===== src/rtl/qracc_pkg.sv =====
// Shared QR-ACC types: the SRAM port protocol plus the arbiter's payload and state types.
package qracc_pkg;

    localparam int numRows    = 128;
    localparam int numCols    = 32;
    localparam int addrBits   = $clog2(numRows);
    localparam int arbNumReq  = 2;
    localparam int arbIdBits  = $clog2(arbNumReq);

    typedef struct packed {
        logic                rq_valid_i;
        logic                rq_wr_i;
        logic [addrBits-1:0] rq_addr_i;
        logic [numCols-1:0]  rq_wr_data_i;
    } to_sram_t;

    typedef struct packed {
        logic               rq_ready_o;
        logic               rd_valid_o;
        logic [numCols-1:0] rd_data_o;
    } from_sram_t;

    typedef struct packed {
        logic                wr;
        logic [addrBits-1:0] addr;
        logic [numCols-1:0]  wr_data;
    } sram_req_t;

    typedef enum logic {
        ARB_IDLE   = 1'b0,
        ARB_LOCKED = 1'b1
    } arb_state_e;

endpackage


===== src/rtl/qracc_id_fifo.sv =====
// Small synchronous FIFO holding requester IDs of reads still awaiting SRAM data.
module qracc_id_fifo #(
    parameter int width = 1,
    parameter int depth = 4,
    localparam int ptrBits = $clog2(depth)
) (
    input  logic               clk,
    input  logic               rst,
    input  logic               push,
    input  logic [width-1:0]   push_data,
    input  logic               pop,
    output logic [width-1:0]   pop_data,
    output logic               full,
    output logic               empty,
    output logic [ptrBits:0]   count
);

    logic [width-1:0]   mem [depth];
    logic [ptrBits-1:0] wr_ptr;
    logic [ptrBits-1:0] rd_ptr;
    logic               do_push;
    logic               do_pop;

    assign full     = (count == (ptrBits + 1)'(depth));
    assign empty    = (count == '0);
    assign do_pop   = pop & ~empty;
    // A simultaneous pop frees the slot, so a push into a full FIFO is still safe.
    assign do_push  = push & (~full | do_pop);
    assign pop_data = mem[rd_ptr];

    always_ff @(posedge clk) begin
        if (do_push) begin
            mem[wr_ptr] <= push_data;
        end
    end

    always_ff @(posedge clk) begin
        if (rst) begin
            wr_ptr <= '0;
            rd_ptr <= '0;
            count  <= '0;
        end else begin
            if (do_push) wr_ptr <= wr_ptr + 1'b1;
            if (do_pop)  rd_ptr <= rd_ptr + 1'b1;
            case ({do_push, do_pop})
                2'b10:   count <= count + 1'b1;
                2'b01:   count <= count - 1'b1;
                default: count <= count;
            endcase
        end
    end

endmodule


===== src/rtl/qracc_sram_arbiter.sv =====
// Round-robin arbiter sharing one SRAM request port between several requesters,
// routing each read return back to the requester that issued it.
module qracc_sram_arbiter
    import qracc_pkg::*;
#(
    parameter int numReq         = 2,
    parameter int maxOutstanding = 4
) (
    input  logic                       clk,
    input  logic                       rst,
    input  logic [numReq-1:0]          req_valid_i,
    input  logic [numReq-1:0]          req_wr_i,
    input  logic [numReq*addrBits-1:0] req_addr_i,
    input  logic [numReq*numCols-1:0]  req_wr_data_i,
    output logic [numReq-1:0]          req_ready_o,
    output logic [numReq-1:0]          req_rd_valid_o,
    output logic [numCols-1:0]         req_rd_data_o,
    output to_sram_t                   sram_o,
    input  from_sram_t                 sram_i,
    output logic                       busy_o
);

    localparam int idBits  = $clog2(numReq);
    localparam int cntBits = $clog2(maxOutstanding) + 1;

    // Handshake: a request transfers on the cycle its valid and ready are both high;
    // valid and payload must then stay stable until that cycle.

    arb_state_e          state_q, state_d;
    logic [idBits-1:0]   gnt_q, gnt_d;
    logic [idBits-1:0]   last_q, last_d;
    logic                stale_rd_q;

    sram_req_t           req_pl [numReq];
    logic [numReq-1:0]   eligible;
    logic                pick_found;
    logic [idBits-1:0]   pick_idx;
    logic                sel_valid;
    logic [idBits-1:0]   sel_idx;
    logic                hs;

    logic                fifo_push;
    logic                fifo_pop;
    logic [idBits-1:0]   fifo_head;
    logic                fifo_full;
    logic                fifo_empty;
    logic [cntBits-1:0]  fifo_count;

    always_comb begin
        for (int k = 0; k < numReq; k++) begin
            req_pl[k].wr      = req_wr_i[k];
            req_pl[k].addr    = req_addr_i[k*addrBits +: addrBits];
            req_pl[k].wr_data = req_wr_data_i[k*numCols +: numCols];
        end
    end

    // Reads cannot be accepted once every return slot is taken; writes need none.
    assign eligible = req_valid_i & (req_wr_i | {numReq{~fifo_full}});

    always_comb begin
        pick_found = 1'b0;
        pick_idx   = '0;
        for (int i = 1; i <= numReq; i++) begin
            if (!pick_found && eligible[(int'(last_q) + i) % numReq]) begin
                pick_found = 1'b1;
                pick_idx   = idBits'((int'(last_q) + i) % numReq);
            end
        end
    end

    always_ff @(posedge clk) begin
        if (rst) begin
            state_q <= ARB_IDLE;
            gnt_q   <= '0;
            last_q  <= idBits'(numReq - 1);
        end else begin
            state_q <= state_d;
            gnt_q   <= gnt_d;
            last_q  <= last_d;
        end
    end

    always_comb begin
        state_d = state_q;
        gnt_d   = gnt_q;
        last_d  = last_q;
        case (state_q)
            ARB_IDLE: begin
                if (pick_found) begin
                    if (hs) begin
                        last_d = pick_idx;
                    end else begin
                        state_d = ARB_LOCKED;
                        gnt_d   = pick_idx;
                    end
                end
            end
            ARB_LOCKED: begin
                if (hs) begin
                    state_d = ARB_IDLE;
                    last_d  = gnt_q;
                end
            end
            default: state_d = ARB_IDLE;
        endcase
    end

    always_comb begin
        sel_valid = 1'b0;
        sel_idx   = '0;
        case (state_q)
            ARB_IDLE: begin
                sel_valid = pick_found;
                sel_idx   = pick_found ? pick_idx : '0;
            end
            ARB_LOCKED: begin
                sel_valid = req_valid_i[gnt_q];
                sel_idx   = gnt_q;
            end
            default: begin
                sel_valid = 1'b0;
                sel_idx   = '0;
            end
        endcase
        if (rst) sel_valid = 1'b0;

        hs = sel_valid & sram_i.rq_ready_o;

        sram_o.rq_valid_i   = sel_valid;
        sram_o.rq_wr_i      = req_pl[sel_idx].wr;
        sram_o.rq_addr_i    = req_pl[sel_idx].addr;
        sram_o.rq_wr_data_i = req_pl[sel_idx].wr_data;

        req_ready_o = '0;
        if (hs) req_ready_o[sel_idx] = 1'b1;

        req_rd_valid_o = '0;
        if (fifo_pop) req_rd_valid_o[fifo_head] = 1'b1;
    end

    assign fifo_push     = hs & ~req_pl[sel_idx].wr;
    assign fifo_pop      = sram_i.rd_valid_o & ~fifo_empty & ~rst;
    assign req_rd_data_o = sram_i.rd_data_o;
    assign busy_o        = (state_q == ARB_LOCKED) | (fifo_count != '0);

    qracc_id_fifo #(
        .width (idBits),
        .depth (maxOutstanding)
    ) u_id_fifo (
        .clk       (clk),
        .rst       (rst),
        .push      (fifo_push),
        .push_data (sel_idx),
        .pop       (fifo_pop),
        .pop_data  (fifo_head),
        .full      (fifo_full),
        .empty     (fifo_empty),
        .count     (fifo_count)
    );

    // Reads issued before a reset may still come back; they are legal until a new read is issued.
    always_ff @(posedge clk) begin
        if (rst)            stale_rd_q <= 1'b1;
        else if (fifo_push) stale_rd_q <= 1'b0;
    end

    a_hold_valid : assert property (@(posedge clk) disable iff (rst)
        (state_q == ARB_LOCKED) |-> req_valid_i[gnt_q]);

    a_no_orphan_return : assert property (@(posedge clk) disable iff (rst)
        (sram_i.rd_valid_o && fifo_empty) |-> stale_rd_q);

endmodule


===== config.mk =====
export PLATFORM = sky130hd
export DESIGN_NAME = qracc_sram_arbiter
export DESIGN_NICKNAME = d
export VERILOG_FILES = /design/src/rtl/qracc_pkg.sv /design/src/rtl/qracc_id_fifo.sv /design/src/rtl/qracc_sram_arbiter.sv
export SDC_FILE = /design/constraint.sdc
export NUM_CORES = 1
export LEC_CHECK = 0
export ABC_AREA = 0
export BUFFER_PORTS_ARGS = -buffer_cell sky130_fd_sc_hd__buf_2
export CORE_AREA = 2 2 75 77
export DETAILED_ROUTE_END_ITERATION = 12
export DIE_AREA = 0 0 77 79
export PLACE_DENSITY = 0.77
export SETUP_SLACK_MARGIN = 0.1
export SLEW_MARGIN = 20
export SYNTH_ARGS = -nofsm -noshare
export SYNTH_HDL_FRONTEND = slang
export SYNTH_SLANG_ARGS = --single-unit

===== constraint.sdc =====
create_clock -name clk -period 7.05 [get_ports clk]
set_input_delay 1.41 -clock clk [delete_from_list [all_inputs] [get_ports clk]]
set_output_delay 1.41 -clock clk [all_outputs]
set_load 0.1 [all_outputs]

# [After elaboration in Yosys (flattened, before gate mapping)]
# Memories as Yosys holds them, arrays and structs flattened. A register that Yosys moved wholly into a read port is not among the register bits.
# Cells that the tools add are included.
[totals] reg_bits=10 mem_count=1 mem_bits_rw=4 out_inout_bits=78 wordCells=92
[mem_list] name="u_id_fifo.mem" depth=4 width=1 rd=1 rd_ports_with_merged_regs=1 write_ports=1 line="qracc_id_fifo.sv:18" text="logic [width-1:0] mem [depth];"
[classes] order_cmp=8 add_sub_neg=6 n_mux=37 n_reduce_logical=9 eq_ne=6 bitwise_logic=19
[ops] operator="two-way mux 40 bit" count=3
[ops] operator="two-way mux 1 bit" count=23
[ops] operator="two-way mux 2 bit" count=4
[ops] operator="case mux 1 bit (2 select lines)" count=4
[ops] operator="AND 1 bit" count=6
[ops] operator="less-than comparator 1 x 2 -> 1 bit (second input constant)" count=3
[ops] operator="less-than comparator 2 x 3 -> 1 bit (second input constant)" count=2
[ops] operator="inverter 1 bit" count=6
[ops] operator="case mux 3 bit (2 select lines)" count=1
[ops] operator="AND reduction 3 bit" count=2
[ops] operator="adder 2 x 1 -> 2 bit (second input constant)" count=2
[ops] operator="inequality test 2 bit (second input constant)" count=2
[ops] operator="adder 3 x 1 -> 3 bit (second input constant)" count=1
[ops] operator="equality test 3 bit (second input constant)" count=1
[ops] operator="logical AND 1 bit" count=3
[ops] operator="zero test 3 bit" count=1
[ops] operator="nonzero test 3 bit" count=1
[ops] operator="subtractor 3 x 1 -> 3 bit (second input constant)" count=1
[ops] operator="adder 1 bit (second input constant)" count=2
[ops] operator="AND 1 bit (first input constant)" count=2
[ops] operator="AND 2 bit" count=1
[ops] operator="demux 1 bit (select 1 bit)" count=2
[ops] operator="equality test 2 x 1 -> 1 bit (second input constant)" count=1
[ops] operator="equality test 2 bit (second input constant)" count=1
[ops] operator="other kinds (8)" count=10

# [Depth between registers and ports, before layout]
# Gate-level depths: netlist of the first run.
[depth] depth_word=22 mapped_depth=12 depth_no_buf=11

# [By module]
# From an unflattened synthesis of the first run, not the netlist that was laid out.
[unflattened] cells_unflattened=170 hier_area_um2=1825.5
[modules_own_cells] mod="qracc_sram_arbiter" area_per_inst_um2=1187.4 cells_each=111 n_inst=1
[modules_own_cells] mod="qracc_id_fifo" area_per_inst_um2=638.1 cells_each=59 n_inst=1

# [Worst setup path before layout of the first run]
# Ideal clock, no wire load.
[synth_timing] kind="input to output" start="input rst" end="output req_rd_valid_o[0]" n_path_buf=1 slack_ns=1.953 arrival_time_ns=3.687 stages=2 required_ns=5.640 cell_sequence="clkbuf_1 nor3_1"
[synth_via] elab_chain_len=3
[synth_rtl] element="start, declared" line="qracc_sram_arbiter.sv:10" text="input logic rst,"
[synth_rtl] element="inverter 1 bit" line="qracc_sram_arbiter.sv:142" text="assign fifo_pop = sram_i.rd_valid_o & ~fifo_empty & ~rst;"
[synth_rtl] element="AND 1 bit" line="qracc_sram_arbiter.sv:142"
[synth_rtl] element="two-way mux 2 bit" line="qracc_sram_arbiter.sv:138" text="if (fifo_pop) req_rd_valid_o[fifo_head] = 1'b1;"
[synth_rtl] element="end, declared" line="qracc_sram_arbiter.sv:16" text="output logic [numReq-1:0] req_rd_valid_o,"
# No other way between the ends.

==> flow_summary.yaml, run 1 <==
timing:
  hold_viol: 0
  finalSetupViolCount: 0
  worst_clock_skew_ps: 2.45
  maxSlewViolCount: 0
  min_period_ps: 5540
  rsz0062_at_grt: "no"
  post-route-period-util: 0.786
  setup_tns_ps: 0
  fmax_mhz: 180
  slew_headroom: 0.428
  tightest_slew_ps: 858
pwr:
  clkPwrFrac: 0.143
  total_leakage_power_nw: 1.03
  peakVddDrop_v: 0.000101
  p_int_mw: 0.207
  pwr-share-seq: 0.218
  power_density_mw_per_mm2: 225
  p_sw_mw: 0.275
  combPwrFrac: 0.639
  p_sw_frac: 0.571
clock_tree:
  ctsRootBufferMaster: "clkbuf_8"
  cts_resized: 0
  cts.sinks: 16
  tritoncts: "done"
  clk_path_buf_depth: 2
  clk_pin_slew_ps: 60
  cts_max_level: 1
  numCtsBuffers: 3
  clk_latency_ps: 250
  cts_hold_buf: 0
  cts_setup_buffers: 0
placement:
  place_congestion: 0.780
  dpl.hpwl_um: 3660
  port_buffers: 131
synthesis:
  synthFlopType: "dfxtp_1"
  synth_warnings: 0
  syn_area_per_cell_um2: 10.0
  synthArstFlopShare: 0
  synth_edf_count: 4
  ys_ff_latch: 16
  netlist_instances: 165
  syn_area_mm2: 0.00165
  syn_nets: 289
  synth_cell_types: 40
  ys_seq_area_frac: 0.218
grt:
  grt_pass1_wl_um: 6090
  antenna_found_initial: 0
  overflow: 0
  grt_use_total: 0.125
  first_global_vias: 1322
  grt_max_degree: 27
setup_path:
  cp_slowest_cell: "o31ai_4"
  path_max_fanout: 26
  reg2reg_slack_ps: 3800
  startpoint: "req_wr_i[0]"
  critPathArrivalTime_ps: 4130
  worstSetupStartpointType: "input port"
  cp_slowest_stage_delay_ps: 730
  crit_end: "sram_o[11]"
  r2r-start: "u_id_fifo.count[1]"
  critPathKind: "input port to output port"
  worstPathRequired_ps: 5640
  regToRegEndpoint: "u_id_fifo.count[2]"
  end_kind: "output port"
  path_cells: "buf_2 > or4b_4 > and3_4 > o31ai_4 > buf_4 > mux2_2 > buf_2"
  path_common_cell: "buf_2"
  r2r.worst_path.cells: 11
status:
  status: "completed"
detailed_routing:
  drt_iter0_drc: 45
  via_per_inst: 4.52
  vias: 1505
  ant_nets: 0
  wl_per_cell_um: 13.0
  drc: 0
  firstDrtPassIters: 4
  routed_wl_um: 4310
floorplan:
  rows: 27
  fp.dieArea_mm2: 0.00608
  coreArea_mm2: 0.00534
  boundaryPins: 196
  die_h_um: 79
  die_w_um: 77
  start_util: 0.309
layout:
  antenna-diode-count: 0
  layout.nets: 386
  final_util: 0.401
  n_fill_cell: 551
  multiInputGateArea_um2: 953
  drive_gt1_frac: 0.709
  syn2layout_area_growth_pct: 29.5
  seq_area_um2: 360
run:
  cap_viol_max_count: 0
hold_path:
  holdCritPathClass: "register to register"
## through the flow
step | power, mW | setup WS [ps] | hold WS (ps) | area [um^2] | instances
CTS | 0.485 | 1470 | 505 | 2140 | 333
floorplan | 0.448 | 1950 | 450 | 1650 | 165
finish | 0.481 | 1510 | 504 | 2140 | 333
global route | 0.499 | 1360 | 538 | 2140 | 333
detailed placement | 0.415 | 1480 | 490 | 2090 | 329
global placement | 0.413 | 1520 | 482 | 2090 | 329
## cells in the final DEF, fill, tap and decap left out, drive strengths merged
cell type / count
a211o: 1
nor3: 3
mux4: 1
mux2i: 3
clkinv: 1
and2: 6
edfxtp: 4
nor3b: 1
buf: 132
o21ai: 1
nand3: 1
nand2: 5
or4b: 3
or3: 1
mux2: 40
fa: 1
or4: 1
and2b: 1
inv: 7
o311ai: 1
clkbuf: 3
nand2b: 2
nor4b: 1
xnor2: 1
ha: 5
and4bb: 1
a21oi: 2
o31ai: 2
a22oi: 1
nor2: 11
a221oi: 1
xor2: 3
dfxtp: 12
and3: 1
o31a: 1
## critical path, delay by kind of cell
kind,cells,cell delay [ps]
AOI/OAI and AO/OA,1,730
buffers and inverters,3,860
muxes,1,390
and+or+nand+nor,2,720
## area by class of cell
type / count / share of cell area
Clock buffer: 3 / 0.0193
Timing Repair Buffer: 132 / 0.310
Inverter: 7 / 0.0123
Tap cell: 72 / 0.0421
Clock inverter: 1 / 0.00176
Multi-Input combinational cell: 102 / 0.446
Sequential cell: 16 / 0.169
## kinds of logic (layout without fill, tap and decap cells)
kind of cell,Yosys count,after routing,synth area share
AO/OA/AOI/OAI,10,10,0.0561
multiplexers,44,44,0.307
adder cells (fa/ha/maj),6,6,0.0500
flip-flops,16,16,0.218
buffers and inverters,47,143,0.205
XOR/XNOR,4,4,0.0212
AND/OR/NAND/NOR,38,38,0.143
## cell usage after synthesis (all sizes together), types with 3 or more instances
library cell   n  area share
inv            7       0.016
xor2           3       0.016
mux2          40        0.27
dfxtp         12        0.15
buf           38        0.18
and2           6       0.026
nor3           3      0.0091
nand2          5       0.011
nor2          11       0.025
ha             5       0.038
or4b           3       0.020
mux2i          3       0.018
edfxtp         4       0.073
## layer usage
| layer | global-route usage | wire length, um | vias to the layer above |
|---|---|---|---|
| met1 | 0.154 | 1830 | 664 |
| met2 | 0.204 | 1980 | 92 |
| met4 | 0.0518 | 94 | 0 |
| met3 | 0.0364 | 411 | 16 |
| li1 | - | - | 733 |
| met5 | 0 | 0 | - |
## worst min-delay path by stage
stage	to	slack, ps	cells after the start	startpoint
5_1_grt	last_q	540	2	last_q
3_3_place_gp	last_q	480	2	last_q
2_1_floorplan	last_q	450	2	last_q
3_5_place_dp	last_q	490	2	last_q
6_report	last_q	500	2	last_q
4_1_cts	last_q	500	2	last_q
## power by group through the flow
stage	logic [mW]	clock network [mW]	registers, mW
6_report	0.308	0.0687	0.105
5_1_grt	0.319	0.0745	0.106
4_1_cts	0.309	0.0706	0.105
3_5_place_dp	0.308	0	0.107
3_3_place_gp	0.306	0	0.107
2_1_floorplan	0.343	0	0.104
(Power assumes the default switching activity.)
==> run 2, diff against run 1 <==
--- a/config.mk
+++ b/config.mk
@@ -5,12 +5,12 @@
 export SDC_FILE = /design/constraint.sdc
 export NUM_CORES = 1
 export LEC_CHECK = 0
-export ABC_AREA = 0
+export ABC_AREA = 1
 export BUFFER_PORTS_ARGS = -buffer_cell sky130_fd_sc_hd__buf_2
-export CORE_AREA = 2 2 75 77
+export CORE_AREA = 2 2 76 78
 export DETAILED_ROUTE_END_ITERATION = 12
-export DIE_AREA = 0 0 77 79
-export PLACE_DENSITY = 0.77
+export DIE_AREA = 0 0 78 80
+export PLACE_DENSITY = 0.76
 export SETUP_SLACK_MARGIN = 0.1
 export SLEW_MARGIN = 20
 export SYNTH_ARGS = -nofsm -noshare
==> constraint.sdc (replaced) <==
create_clock -name clk -period 5.2 [get_ports clk]
set_input_delay 1.04 -clock clk [delete_from_list [all_inputs] [get_ports clk]]
set_output_delay 1.04 -clock clk [all_outputs]
set_load 0.1 [all_outputs]
==> flow_summary.yaml, run 2 <==
status:
  status: "completed"
timing:
  timing.final.ws_setup_ps: 1050
  slew_headroom: 0.542
  hold_viol: 0
  maxSlewViolCount: 0
  post-route-period-util: 0.797
  min_period_ps: 4150
  rsz0062_at_grt: "no"
  tightest_slew_ps: 685
  finalSetupViolCount: 0
  setup_tns_ps: 0
  fmax_mhz: 241
  worst_clock_skew_ps: 6.96
pwr:
  peakVddDrop_v: 0.000222
  power_density_mw_per_mm2: 358
  total_leakage_power_nw: 1.34
  total_power_mw: 0.780
run:
  cap_viol_max_count: 0
setup_path:
  worstSetupStartpointType: "input port"
  end_kind: "output port"
  cp_slowest_cell: "inv_2"
  cp_slowest_stage_delay_ps: 610
  critPathArrivalTime_ps: 3110
  r2r.worst_path.cells: 16
  path_cells: "buf_2 > inv_1 > nand3_2 > nand3_2 > nand2_2 > nand2_2 > nand2_4 > inv_2 > nand2_1 > inv_1 > buf_2"
  r2r-start: "u_id_fifo.count[1]"
  crit_end: "req_ready_o[1]"
  startpoint: "req_wr_i[0]"
  path_max_fanout: 45
  worstPathRequired_ps: 4160
  reg2reg_slack_ps: 2770
  critPathKind: "input port to output port"
  regToRegEndpoint: "u_id_fifo.count[2]"
synthesis:
  synth-xor-area-share: 0.00516
  synth_warnings: 0
  synth_cell_types: 24
  ys_ff_latch: 16
  synth_edf_count: 4
  ys_seq_area_frac: 0.212
  yosysTopAreaCellShare: 0.294
  syn_nets: 402
  synth_fa_ha_area_frac: 0.0487
  synth.area.mux_share: 0
  synth_compound_gate_area_share: 0.0612
  synth_top_family_by_area: "simple AND/OR/NAND/NOR gates"
  yosysMostFrequentCell: "nand2_1"
  syn_area_mm2: 0.00170
  synthArstFlopShare: 0
  synth_top_area_cell: "nand2_1"
  netlist_instances: 278
  synth_area_leaders: "nand2_1 29%, buf_4 16%, dfxtp_1 14%, edfxtp_1 7.1%, inv_1 5.1%"
  yosys.area_share.simple: 0.432
  yosys-top-cells-count: "133 x nand2_1, 37 x buf_4, 23 x inv_1"
  synthFlopType: "dfxtp_1"
  syn_area_per_cell_um2: 6.10
clock_tree:
  cts_setup_buffers: 0
  numCtsBuffers: 3
  cts_resized: 0
  tritoncts: "done"
  cts_hold_buf: 0
  clk_latency_ps: 250
  clk_pin_slew_ps: 70
  cts.sinks: 16
  clk_path_buf_depth: 2
  ctsRootBufferMaster: "clkbuf_8"
  cts_max_level: 1
layout:
  layout.nets: 497
  syn2layout_area_growth_pct: 28.3
  final_common_cell: "nand2_1"
  n_fill_cell: 594
  seq_area_um2: 360
  antenna-diode-count: 0
  multiInputGateArea_um2: 928
  drive_gt1_frac: 0.406
  final_util: 0.403
  layout_common_cells: "133 x nand2_1, 131 x buf_2, 23 x inv_1"
detailed_routing:
  via_per_inst: 4.37
  wl_per_cell_um: 11.2
  routed_wl_um: 4950
  drt_iter0_drc: 48
  ant_nets: 0
  drc: 0
  vias: 1942
  firstDrtPassIters: 6
grt:
  first_global_vias: 1753
  grt_max_degree: 46
  antenna_found_initial: 0
  overflow: 0
  grt_use_total: 0.155
  grt_pass1_wl_um: 7760
placement:
  port_buffers: 131
  place_ws_ps: 1070
  place_congestion: 0.956
  dpl.hpwl_um: 4180
floorplan:
  fp.dieArea_mm2: 0.00624
  rows: 27
  die_w_um: 78
  start_util: 0.314
  coreArea_mm2: 0.00541
  die_h_um: 80
  boundaryPins: 196
hold_path:
  holdCritPathClass: "register to register"
  min_path_cells: 1
run 2: changes by cell type after synthesis, sizes merged, moves of 4 or more:
cell / change
nand3: +13
and2: -6
a21oi: +8
nor2: +4
nand2: +135
inv: +19
mux2: -40
run 2: final cells by class:
class	count	area share
Inverter	26	0.0448
Timing Repair Buffer	131	0.301
Clock inverter	1	0.00172
Sequential cell	16	0.166
Multi-Input combinational cell	195	0.426
Clock buffer	3	0.0190
Tap cell	72	0.0414
run 2: worst min-delay path by stage:
stage                   startpoint             endpoint  slack [ps]
6_report       u_id_fifo.rd_ptr[0]             register         480
2_1_floorplan  u_id_fifo.rd_ptr[0]             register         440
3_5_place_dp   u_id_fifo.rd_ptr[0]             register         470
5_1_grt        u_id_fifo.rd_ptr[0]  u_id_fifo.rd_ptr[0]         520
3_3_place_gp   u_id_fifo.rd_ptr[0]  u_id_fifo.rd_ptr[0]         450
4_1_cts        u_id_fifo.rd_ptr[0]             register         480
run 2: worst max-delay path: cells and delay by family:
kind | cells | cell delay [ps]
simple gates | 6 | 740
buf+inv | 5 | 1290
run 2: power by group:
group	switching [mW]	internal, mW	total (mW)
sequential	0.00540	0.134	0.140
clock	0.0429	0.0524	0.0952
combinational	0.458	0.0874	0.545
total	0.506	0.274	0.780
run 2: metrics by stage:
step	hold slack, ps	area (um^2)	instances
floorplan	444	1700	278
global placement	455	2130	440
detailed placement	468	2130	440
CTS	482	2180	444
global route	525	2180	444
finish	483	2180	444
run 2: per-layer routing:
metal  vias up  GRT usage  wire [um]
met5         -          0          0
met3         8     0.0656        538
met4         0     0.0561        102
met1       826      0.155       1840
met2       105      0.285       2470
li1       1003          -          -
run 2: kinds of logic after synthesis:
logic type	after synthesis
compound gates	17
flops	16
xor+xnor	1
simple gates	171
buf+inv	67
fa+ha+maj	6
